$ cat src/rtl/drr_pkg.sv
// Shared definitions for the DRR packet queues, the scheduler and the tester.
// Latency: n/a (types and constants only).
// Backpressure: n/a.
package drr_pkg;

  localparam int PKT_QS_CNT = 4;
  localparam int SIZE_W     = 16;
  localparam int QID_W      = (PKT_QS_CNT > 1) ? $clog2(PKT_QS_CNT) : 1;

  typedef logic [QID_W-1:0]  qid_t;
  typedef logic [SIZE_W-1:0] pkt_size_t;

endpackage

$ cat src/rtl/drr_pkt_fifo.sv
// One packet-size FIFO with a registered head entry and occupancy count.
// Latency: head_o/level_o update one cycle after push_i/pop_i.
// Backpressure: none internally; the parent only pushes when there is room
// (or a same-cycle pop) and only pops when level_o > 0.
// Ports: push_i/data_i write an entry, pop_i removes the head,
//        head_o is the head size (0 when empty), level_o the entry count.
module drr_pkt_fifo #(
  parameter int DEPTH  = 8,
  parameter int SIZE_W = 16
) (
  input  logic                       clk_i,
  input  logic                       srst_i,
  input  logic                       push_i,
  input  logic                       pop_i,
  input  logic [SIZE_W-1:0]          data_i,
  output logic [SIZE_W-1:0]          head_o,
  output logic [$clog2(DEPTH+1)-1:0] level_o
);

  localparam int PTR_W = $clog2(DEPTH);
  localparam int LVL_W = $clog2(DEPTH+1);

  logic [SIZE_W-1:0] mem_q [DEPTH];
  logic [PTR_W-1:0]  wr_ptr_q, wr_ptr_d;
  logic [PTR_W-1:0]  rd_ptr_q, rd_ptr_d;
  logic [PTR_W-1:0]  rd_nxt;
  logic [LVL_W-1:0]  cnt_q, cnt_d;
  logic [SIZE_W-1:0] head_q, head_d;

  always_comb begin
    // DEPTH is a power of two, so pointers wrap by plain overflow.
    rd_nxt   = rd_ptr_q + 1'b1;
    wr_ptr_d = push_i ? wr_ptr_q + 1'b1 : wr_ptr_q;
    rd_ptr_d = pop_i ? rd_nxt : rd_ptr_q;

    cnt_d = cnt_q;
    if (push_i && !pop_i) begin
      cnt_d = cnt_q + 1'b1;
    end else if (pop_i && !push_i) begin
      cnt_d = cnt_q - 1'b1;
    end

    // Head is precomputed so it is ready as a flop output next cycle.
    // When the only stored entry is popped while a new one arrives, the
    // new entry bypasses storage straight into the head register.
    head_d = head_q;
    if (cnt_d == '0) begin
      head_d = '0;
    end else if (pop_i) begin
      head_d = (cnt_q == LVL_W'(1)) ? data_i : mem_q[rd_nxt];
    end else if (push_i && cnt_q == '0) begin
      head_d = data_i;
    end
  end

  // Storage is not reset; pointers and count alone define what is valid.
  always_ff @(posedge clk_i) begin
    if (push_i) begin
      mem_q[wr_ptr_q] <= data_i;
    end
  end

  always_ff @(posedge clk_i) begin
    if (srst_i) begin
      wr_ptr_q <= '0;
      rd_ptr_q <= '0;
      cnt_q    <= '0;
      head_q   <= '0;
    end else begin
      wr_ptr_q <= wr_ptr_d;
      rd_ptr_q <= rd_ptr_d;
      cnt_q    <= cnt_d;
      head_q   <= head_d;
    end
  end

  assign head_o  = head_q;
  assign level_o = cnt_q;

endmodule

$ cat src/rtl/drr_pkt_queues.sv
// Bank of per-queue packet-size FIFOs feeding a DRR scheduler.
// Latency: size_o/level_o reflect an accepted enqueue or pop one cycle later.
// Backpressure: enq_rdy_o drops for a full target queue (unless it is popped
// this cycle), for zero-size packets and during reset; rejects are counted.
// Ports: enq_* is the enqueue request, read_i/read_val_i the pop from the
//        scheduler, size_o/level_o per-queue head size and occupancy,
//        drop_cnt_o the saturating reject count, err_o a sticky empty-pop flag.
module drr_pkt_queues #(
  parameter int PKT_QS_CNT  = drr_pkg::PKT_QS_CNT,
  parameter int QUEUE_DEPTH = 8,
  parameter int SIZE_W      = drr_pkg::SIZE_W
) (
  input  logic                                             clk_i,
  input  logic                                             srst_i,
  input  logic                                             enq_val_i,
  input  logic [$clog2(PKT_QS_CNT)-1:0]                    enq_qid_i,
  input  logic [SIZE_W-1:0]                                enq_size_i,
  output logic                                             enq_rdy_o,
  input  logic [$clog2(PKT_QS_CNT)-1:0]                    read_i,
  input  logic                                             read_val_i,
  output logic [PKT_QS_CNT-1:0][SIZE_W-1:0]                size_o,
  output logic [PKT_QS_CNT-1:0][$clog2(QUEUE_DEPTH+1)-1:0] level_o,
  output logic [15:0]                                      drop_cnt_o,
  output logic                                             err_o
);

  localparam int QID_W = $clog2(PKT_QS_CNT);
  localparam int LVL_W = $clog2(QUEUE_DEPTH+1);

  logic [PKT_QS_CNT-1:0] push, pop;
  logic [LVL_W-1:0]      rd_lvl, tgt_lvl;
  logic                  pop_ok;
  logic                  same_q_pop;
  logic [15:0]           drop_cnt_q, drop_cnt_d;
  logic                  err_q, err_d;

  always_comb begin
    // Levels of the addressed queues; an out-of-range index reads as empty.
    rd_lvl  = '0;
    tgt_lvl = '0;
    for (int q = 0; q < PKT_QS_CNT; q++) begin
      if (QID_W'(q) == read_i)    rd_lvl  = level_o[q];
      if (QID_W'(q) == enq_qid_i) tgt_lvl = level_o[q];
    end

    pop_ok     = !srst_i && read_val_i && (rd_lvl != '0);
    same_q_pop = pop_ok && (read_i == enq_qid_i);

    // A full queue still takes a packet when its head leaves the same cycle.
    enq_rdy_o = !srst_i && enq_val_i && (enq_size_i != '0) &&
                ((tgt_lvl != LVL_W'(QUEUE_DEPTH)) || same_q_pop);

    for (int q = 0; q < PKT_QS_CNT; q++) begin
      push[q] = enq_rdy_o && (enq_qid_i == QID_W'(q));
      pop[q]  = pop_ok && (read_i == QID_W'(q));
    end

    drop_cnt_d = drop_cnt_q;
    if (!srst_i && enq_val_i && !enq_rdy_o && (drop_cnt_q != 16'hFFFF)) begin
      drop_cnt_d = drop_cnt_q + 16'd1;
    end

    err_d = err_q | (!srst_i && read_val_i && (rd_lvl == '0));
  end

  always_ff @(posedge clk_i) begin
    if (srst_i) begin
      drop_cnt_q <= '0;
      err_q      <= 1'b0;
    end else begin
      drop_cnt_q <= drop_cnt_d;
      err_q      <= err_d;
    end
  end

  assign drop_cnt_o = drop_cnt_q;
  assign err_o      = err_q;

  for (genvar g = 0; g < PKT_QS_CNT; g++) begin : g_q
    drr_pkt_fifo #(
      .DEPTH  (QUEUE_DEPTH),
      .SIZE_W (SIZE_W)
    ) u_fifo (
      .clk_i   (clk_i),
      .srst_i  (srst_i),
      .push_i  (push[g]),
      .pop_i   (pop[g]),
      .data_i  (enq_size_i),
      .head_o  (size_o[g]),
      .level_o (level_o[g])
    );
  end

endmodule

$ cat config.mk
export PLATFORM = sky130hd
export DESIGN_NAME = drr_pkt_queues
export DESIGN_NICKNAME = d
export VERILOG_FILES = /design/src/rtl/drr_pkg.sv /design/src/rtl/drr_pkt_fifo.sv /design/src/rtl/drr_pkt_queues.sv
export SDC_FILE = /design/constraint.sdc
export NUM_CORES = 1
export LEC_CHECK = 0
export CAP_MARGIN = 20
export CORE_MARGIN = 4
export CORE_UTILIZATION = 64
export DETAILED_ROUTE_END_ITERATION = 16
export PLACE_DENSITY = 0.84
export SKIP_CTS_REPAIR_TIMING = 1
export SYNTH_ARGS = -nofsm -noshare
export SYNTH_HDL_FRONTEND = slang
export SYNTH_SLANG_ARGS = --single-unit
$ cat constraint.sdc
create_clock -name clk_i -period 8.9 [get_ports clk_i]
set_clock_uncertainty 0.05 [all_clocks]
set_input_delay 1.78 -clock clk_i [delete_from_list [all_inputs] [get_ports clk_i]]
set_output_delay 1.78 -clock clk_i [all_outputs]
set_load 0.005 [all_outputs]
==> results of run 1 <==
[path summary, 6_finish.rpt]
kind                                                 from                        end  slack [ps]  depth (start not counted)
worst max-delay path                        enq_size_i[0]                  enq_rdy_o        2960                          7
worst min-delay path            g_q[1].u_fifo.rd_ptr_q[1]  g_q[1].u_fifo.rd_ptr_q[1]         420                          2
worst max register to register   g_q[0].u_fifo.level_o[1]    g_q[1].u_fifo.head_o[0]        5140                          8
worst min register to register  g_q[1].u_fifo.rd_ptr_q[1]  g_q[1].u_fifo.rd_ptr_q[1]         420                          2
[report_power, final]
part / switching (mW) / leakage [nW] / total (mW) / internal (mW)
Clock: 1.12 / 0.997 / 2.73 / 1.61
Combinational: 0.142 / 2.74 / 0.211 / 0.0694
Sequential: 0.0119 / 5.58 / 3.22 / 3.21
Total: 1.27 / 9.32 / 6.16 / 4.88
[cell type report]
class / instances / area (um2) / area share
clock buffers: 69 / 1556 / 0.05188
clock inverters: 45 / 553.0 / 0.01843
inverters: 12 / 45.04 / 0.001501
multi-input cells: 836 / 7674 / 0.2558
flip-flops and latches: 633 / 17800 / 0.5933
well taps: 525 / 656.9 / 0.02189
repair buffers: 188 / 1717 / 0.05721
[Yosys cell counts, types with 2 or more instances]
library cell	count
nor2b_1	3
a41oi_2	3
a22oi_1	2
nor4_1	11
nand2_2	2
nor3b_1	7
nor2_2	20
or4_4	2
nand4_1	6
a211oi_1	71
nor3_1	25
mux4_2	128
a21oi_2	3
a41oi_1	3
nand3_1	18
edfxtp_1	512
buf_1	16
inv_1	11
xnor2_1	25
nand2_1	64
o22ai_1	2
dfxtp_1	121
or4_1	2
and3_1	7
a211oi_4	2
a311oi_1	3
o21ai_0	6
ha_1	25
a41o_1	2
a21oi_1	106
nor4b_1	5
nand2b_1	5
clkbuf_1	56
buf_6	3
buf_4	3
nor2_1	156
o21a_1	3
buf_2	13
xor2_1	23
mux2i_1	69
and2_1	7
o21ai_1	2
[state kept, by name (all words and copies together), names as in the netlist]
signal               cells
g_q.u_fifo.rd_ptr_q     12
g_q.u_fifo.head_o       64
g_q.u_fifo.level_o      16
drop_cnt_o              16
err_o                    1
g_q.u_fifo.mem_q       512
g_q.u_fifo.wr_ptr_q     12
[through the flow]
stage               instance area (um2)  power (mW)  setup WS, ps    util  hold WS (ps)
global placement                  27870       3.476          3090  0.7031         398.5
detailed placement                27870       3.486          3048  0.7031         407.6
global route                      30000       6.331          2898  0.7569         454.9
finish                            30000       6.156          2961  0.7569         416.5
floorplan                         25650       3.382          3325       -         390.0
CTS                               29980       6.172          3020  0.7563         416.0
[kinds of logic after synthesis]
group / Yosys count / share of synthesized area
flops: 633 / 0.6938
mux: 198 / 0.1397
xor+xnor: 48 / 0.01639
compound gates: 219 / 0.05804
simple gates: 346 / 0.06287
buf+inv: 103 / 0.01702
fa+ha+maj: 25 / 0.01219
[per-layer routing]
layer  track usage  share of wire  up-vias  wire [um]
met5             0              0        -          0
met4       0.08652          0.033        0       1997
met3       0.05308           0.11      158       6439
met2        0.4696           0.50     1006      30430
met1        0.3877           0.37     7603      22440
li1              -              -     6464          -
[worst reg2reg max path, delay by kind of cell, from the launching register on]
| family | cells | cell delay [ps] |
|---|---|---|
| simple gates | 5 | 1490 |
| flops | 1 | 470 |
| compound gates | 3 | 1600 |
==> impl_metrics.tcl, run 1 <==
set metrics [dict create \
    status "complete, no violations" \
    critical-path-top-delay-family "buffers and inverters" \
    grtUsageTotal 0.2821 \
    dp.cells 2192 \
    dieArea_um2 43350 \
    coreArea_um2 39640 \
    rows 73 \
    max_slew_margin 0.2921 \
    io_buffer_count 121 \
    clkSinkCount 633 \
    async_flop_share 0 \
    p_per_area_nw_per_um2 205.2 \
    syn_avg_cell_area_um2 16.32 \
    cts_made_buffers 60 \
    htreeDepth 2 \
    ant_nets 0 \
    antenna_found_initial 0 \
    slowest_delay_ps 510 \
    required_ps 7070 \
    drv_cap 0 \
    seq_area_frac_synth 0.6938 \
    grt_remaining_overflow 0 \
    leakagePower_nw 9.322 \
    syn_to_final_growth_pct 16.96 \
    final_common_cell "edfxtp_1" \
    rsz0062_at_grt "no" \
    finalHoldViolations 0 \
    synth_ff_type "edfxtp_1" \
    synth.largest_area_cell "edfxtp_1" \
    setup_tns_ps 0 \
    start_util 0.6471 \
    final_cell_mix "512 x edfxtp_1, 156 x nor2_1, 128 x mux4_2" \
    peakVddDrop_mv 0.1597 \
    hold_path.class "flip-flop to flip-flop" \
    nets 1780 \
    yosysWarningCount 0 \
    die_h_um 208.2 \
    setup_viol 0 \
    drc 0 \
    totalWireLength_mm 61.31 \
    end_kind "output port" \
    tightest_slew_ps 1061 \
    cts-root-buf "clkbuf_16" \
    setup.worst_path.class "input pin to output port" \
    fin_crit_ps 5939 \
    vias 15231 \
    yosys.area.top_type_share 0.5993 \
    yosys-top-cells-area "edfxtp_1 60%, mux4_2 11%, dfxtp_1 9.4%, mux2i_1 2.7%, nor2_1 2.3%" \
    worstPathCellList "clkdlybuf4s50_1 -> buf_4 -> nor4_1 -> a41oi_2 -> buf_4 -> and2_1 -> clkdlybuf4s50_1" \
    drive_above_1_share 0.2098 \
    first_pass_iters 6 \
    grt_pass1_wl_mm 94.13 \
    crit_arrival_ps 4110 \
    instances_no_fill 2308 \
    critical_path.max_fanout 37 \
    syn_area_um2 25650 \
    slew_violations 0 \
    ios 122 \
    synthesis.nets 1621 \
    path_clk_slew_ps 60 \
    fillers 2131 \
    insertion_delay_ps 620 \
    grt_pass1_vias 15432 \
    cp_slowest_cell "clkdlybuf4s50_1" \
    critPathLaunchType "input pin" \
    synth_edf_count 512 \
    vias_per_cell 6.599 \
    drt-wirelength-per-cell_um 26.56 \
    fmax_ghz 0.1684 \
    die_x_um 208.2 \
    synth_cells 1572 \
    diodes 0 \
    timing.final.crit_share 0.6673 \
    dpl.hpwl_mm 33.70 \
    place_congestion 0.8474 \
    cts_tree "done" \
    ys_types 61 \
    grt_start_max_net_pins 45 \
    drt_iter0_drc 2213 \
    cts_max_path_buffers 3 \
    synth_seq_cells 633 \
    worst-path-buf-inv 4 \
]
Note: power is estimated with default switching activity, not from simulation.
==> run 2: changes to the inputs <==
--- a/config.mk
+++ b/config.mk
@@ -7,9 +7,9 @@
 export LEC_CHECK = 0
 export CAP_MARGIN = 20
 export CORE_MARGIN = 4
-export CORE_UTILIZATION = 64
+export CORE_UTILIZATION = 60
 export DETAILED_ROUTE_END_ITERATION = 16
-export PLACE_DENSITY = 0.84
+export PLACE_DENSITY = 0.79
 export SKIP_CTS_REPAIR_TIMING = 1
 export SYNTH_ARGS = -nofsm -noshare
 export SYNTH_HDL_FRONTEND = slang
==> constraint.sdc (replaced) <==
create_clock -name clk_i -period 5.9 [get_ports clk_i]
set_clock_uncertainty 0.05 [all_clocks]
set_input_delay 1.18 -clock clk_i [delete_from_list [all_inputs] [get_ports clk_i]]
set_output_delay 1.18 -clock clk_i [all_outputs]
set_load 0.005 [all_outputs]
==> impl_metrics.tcl, run 2 (synthesis results as in run 1) <==
set metrics [dict create \
    drive_above_1_share 0.2158 \
    cts_tree "done" \
    ant_nets 0 \
    crit_arrival_ps 3520 \
    grtUsageTotal 0.2577 \
    regMostFlops "g_q.u_fifo.mem_q" \
    clkSinkCount 633 \
    diodes 0 \
    tightest_slew_ps 1039 \
    leakagePower_nw 9.411 \
    vias 14872 \
    grt_start_max_net_pins 60 \
    drc 0 \
    rsz0062_at_grt "no" \
    dpl_cell_area_um2 27920 \
    path_clk_slew_ps 60 \
    end_kind "output port" \
    final_common_cell "edfxtp_1" \
    htreeDepth 2 \
    fillers 2495 \
    cts-root-buf "clkbuf_16" \
    cts_max_path_buffers 3 \
    fin_area_um2 30030 \
    hold_path.class "flip-flop to flip-flop" \
    io_buffer_count 121 \
    fin_crit_ps 4754 \
    slew_violations 0 \
    setup.worst_path.class "input pin to output port" \
    grt_pass1_vias 14918 \
    fmax_ghz 0.2103 \
    drv_cap 0 \
    drt_iter0_drc 1877 \
    start_util 0.6088 \
    nets 1788 \
    critical_path.max_fanout 11 \
    die_x_um 214.8 \
    setup_viol 0 \
    max_slew_margin 0.3075 \
    rows 75 \
    p_per_area_nw_per_um2 307.7 \
    final_cell_mix "512 x edfxtp_1, 156 x nor2_1, 128 x mux4_2" \
    required_ps 4670 \
    die_h_um 214.8 \
    vias_per_cell 6.388 \
    largest_register_ffs 512 \
    insertion_delay_ps 610 \
    drt-wirelength-per-cell_um 25.70 \
    coreArea_um2 42130 \
    ios 122 \
    dieArea_um2 46130 \
    grt_pass1_wl_mm 91.02 \
    first_pass_iters 5 \
    status "complete, no violations" \
    cts_made_buffers 59 \
    grt_remaining_overflow 0 \
    peakVddDrop_mv 0.3324 \
    critPathLaunchType "input pin" \
    dpl.hpwl_mm 35.01 \
    place_congestion 0.8224 \
    totalWireLength_mm 59.83 \
    finalHoldViolations 0 \
    syn_to_final_growth_pct 17.08 \
    timing.final.crit_share 0.8058 \
    antenna_found_initial 2 \
    setup_tns_ps 0 \
    finalPower_mw 9.242 \
]
[run 2: per-stage QoR]
stage / utilization / instances / worst slack [ps] / hold WS [ps]
floorplan: - / 1572 / 924.6 / 390.0
global placement: 0.6624 / 2216 / 855.4 / 396.9
finish: 0.7128 / 2328 / 1146 / 412.7
detailed placement: 0.6627 / 2217 / 1018 / 404.1
CTS: 0.7128 / 2328 / 1130 / 412.8
global route: 0.7128 / 2328 / 1099 / 448.1
[run 2: where the power goes]
part	internal [mW]	leakage, nW	switching, mW
logic	0.106	2.79	0.216
registers	4.84	5.58	0.0169
clock network	2.44	1.04	1.63
total	7.38	9.41	1.86
[run 2: area by class of cell]
class,count,area (um2),area share
clock inverters,36,440.4,0.01466
repair buffers,197,1774,0.05907
multi-input cells,836,7626,0.2539
well taps,539,674.4,0.02245
clock buffers,75,1672,0.05566
inverters,12,45.04,0.001500
flip-flops and latches,633,17800,0.5927
[run 2: path summary, 6_finish.rpt]
kind / from / to / slack, ps / cells after the start
max: read_i[1] / enq_rdy_o / 1150 / 7
max reg2reg: g_q[1].u_fifo.level_o[2] / g_q[3].u_fifo.head_o[6] / 2320 / 9
min reg2reg: g_q[1].u_fifo.rd_ptr_q[1] / g_q[1].u_fifo.rd_ptr_q[1] / 410 / 2
min: g_q[1].u_fifo.rd_ptr_q[1] / g_q[1].u_fifo.rd_ptr_q[1] / 410 / 2
[run 2: routing by layer]
metal  part of all wire  track usage  up-vias
li1                   -            -     6491
met1               0.40       0.3639     7543
met2               0.49       0.4268      731
met3              0.086      0.04082      105
met4              0.024      0.07046        2
met5            0.00022            0        -
[run 2: worst max-delay path: stages]
cell and delay [ps]:
clkdlybuf4s50_1 750, nand2b_1 150, nor2_1 280, o32ai_2 200, o21ai_2 230, and2_1 210, clkdlybuf4s50_1 520
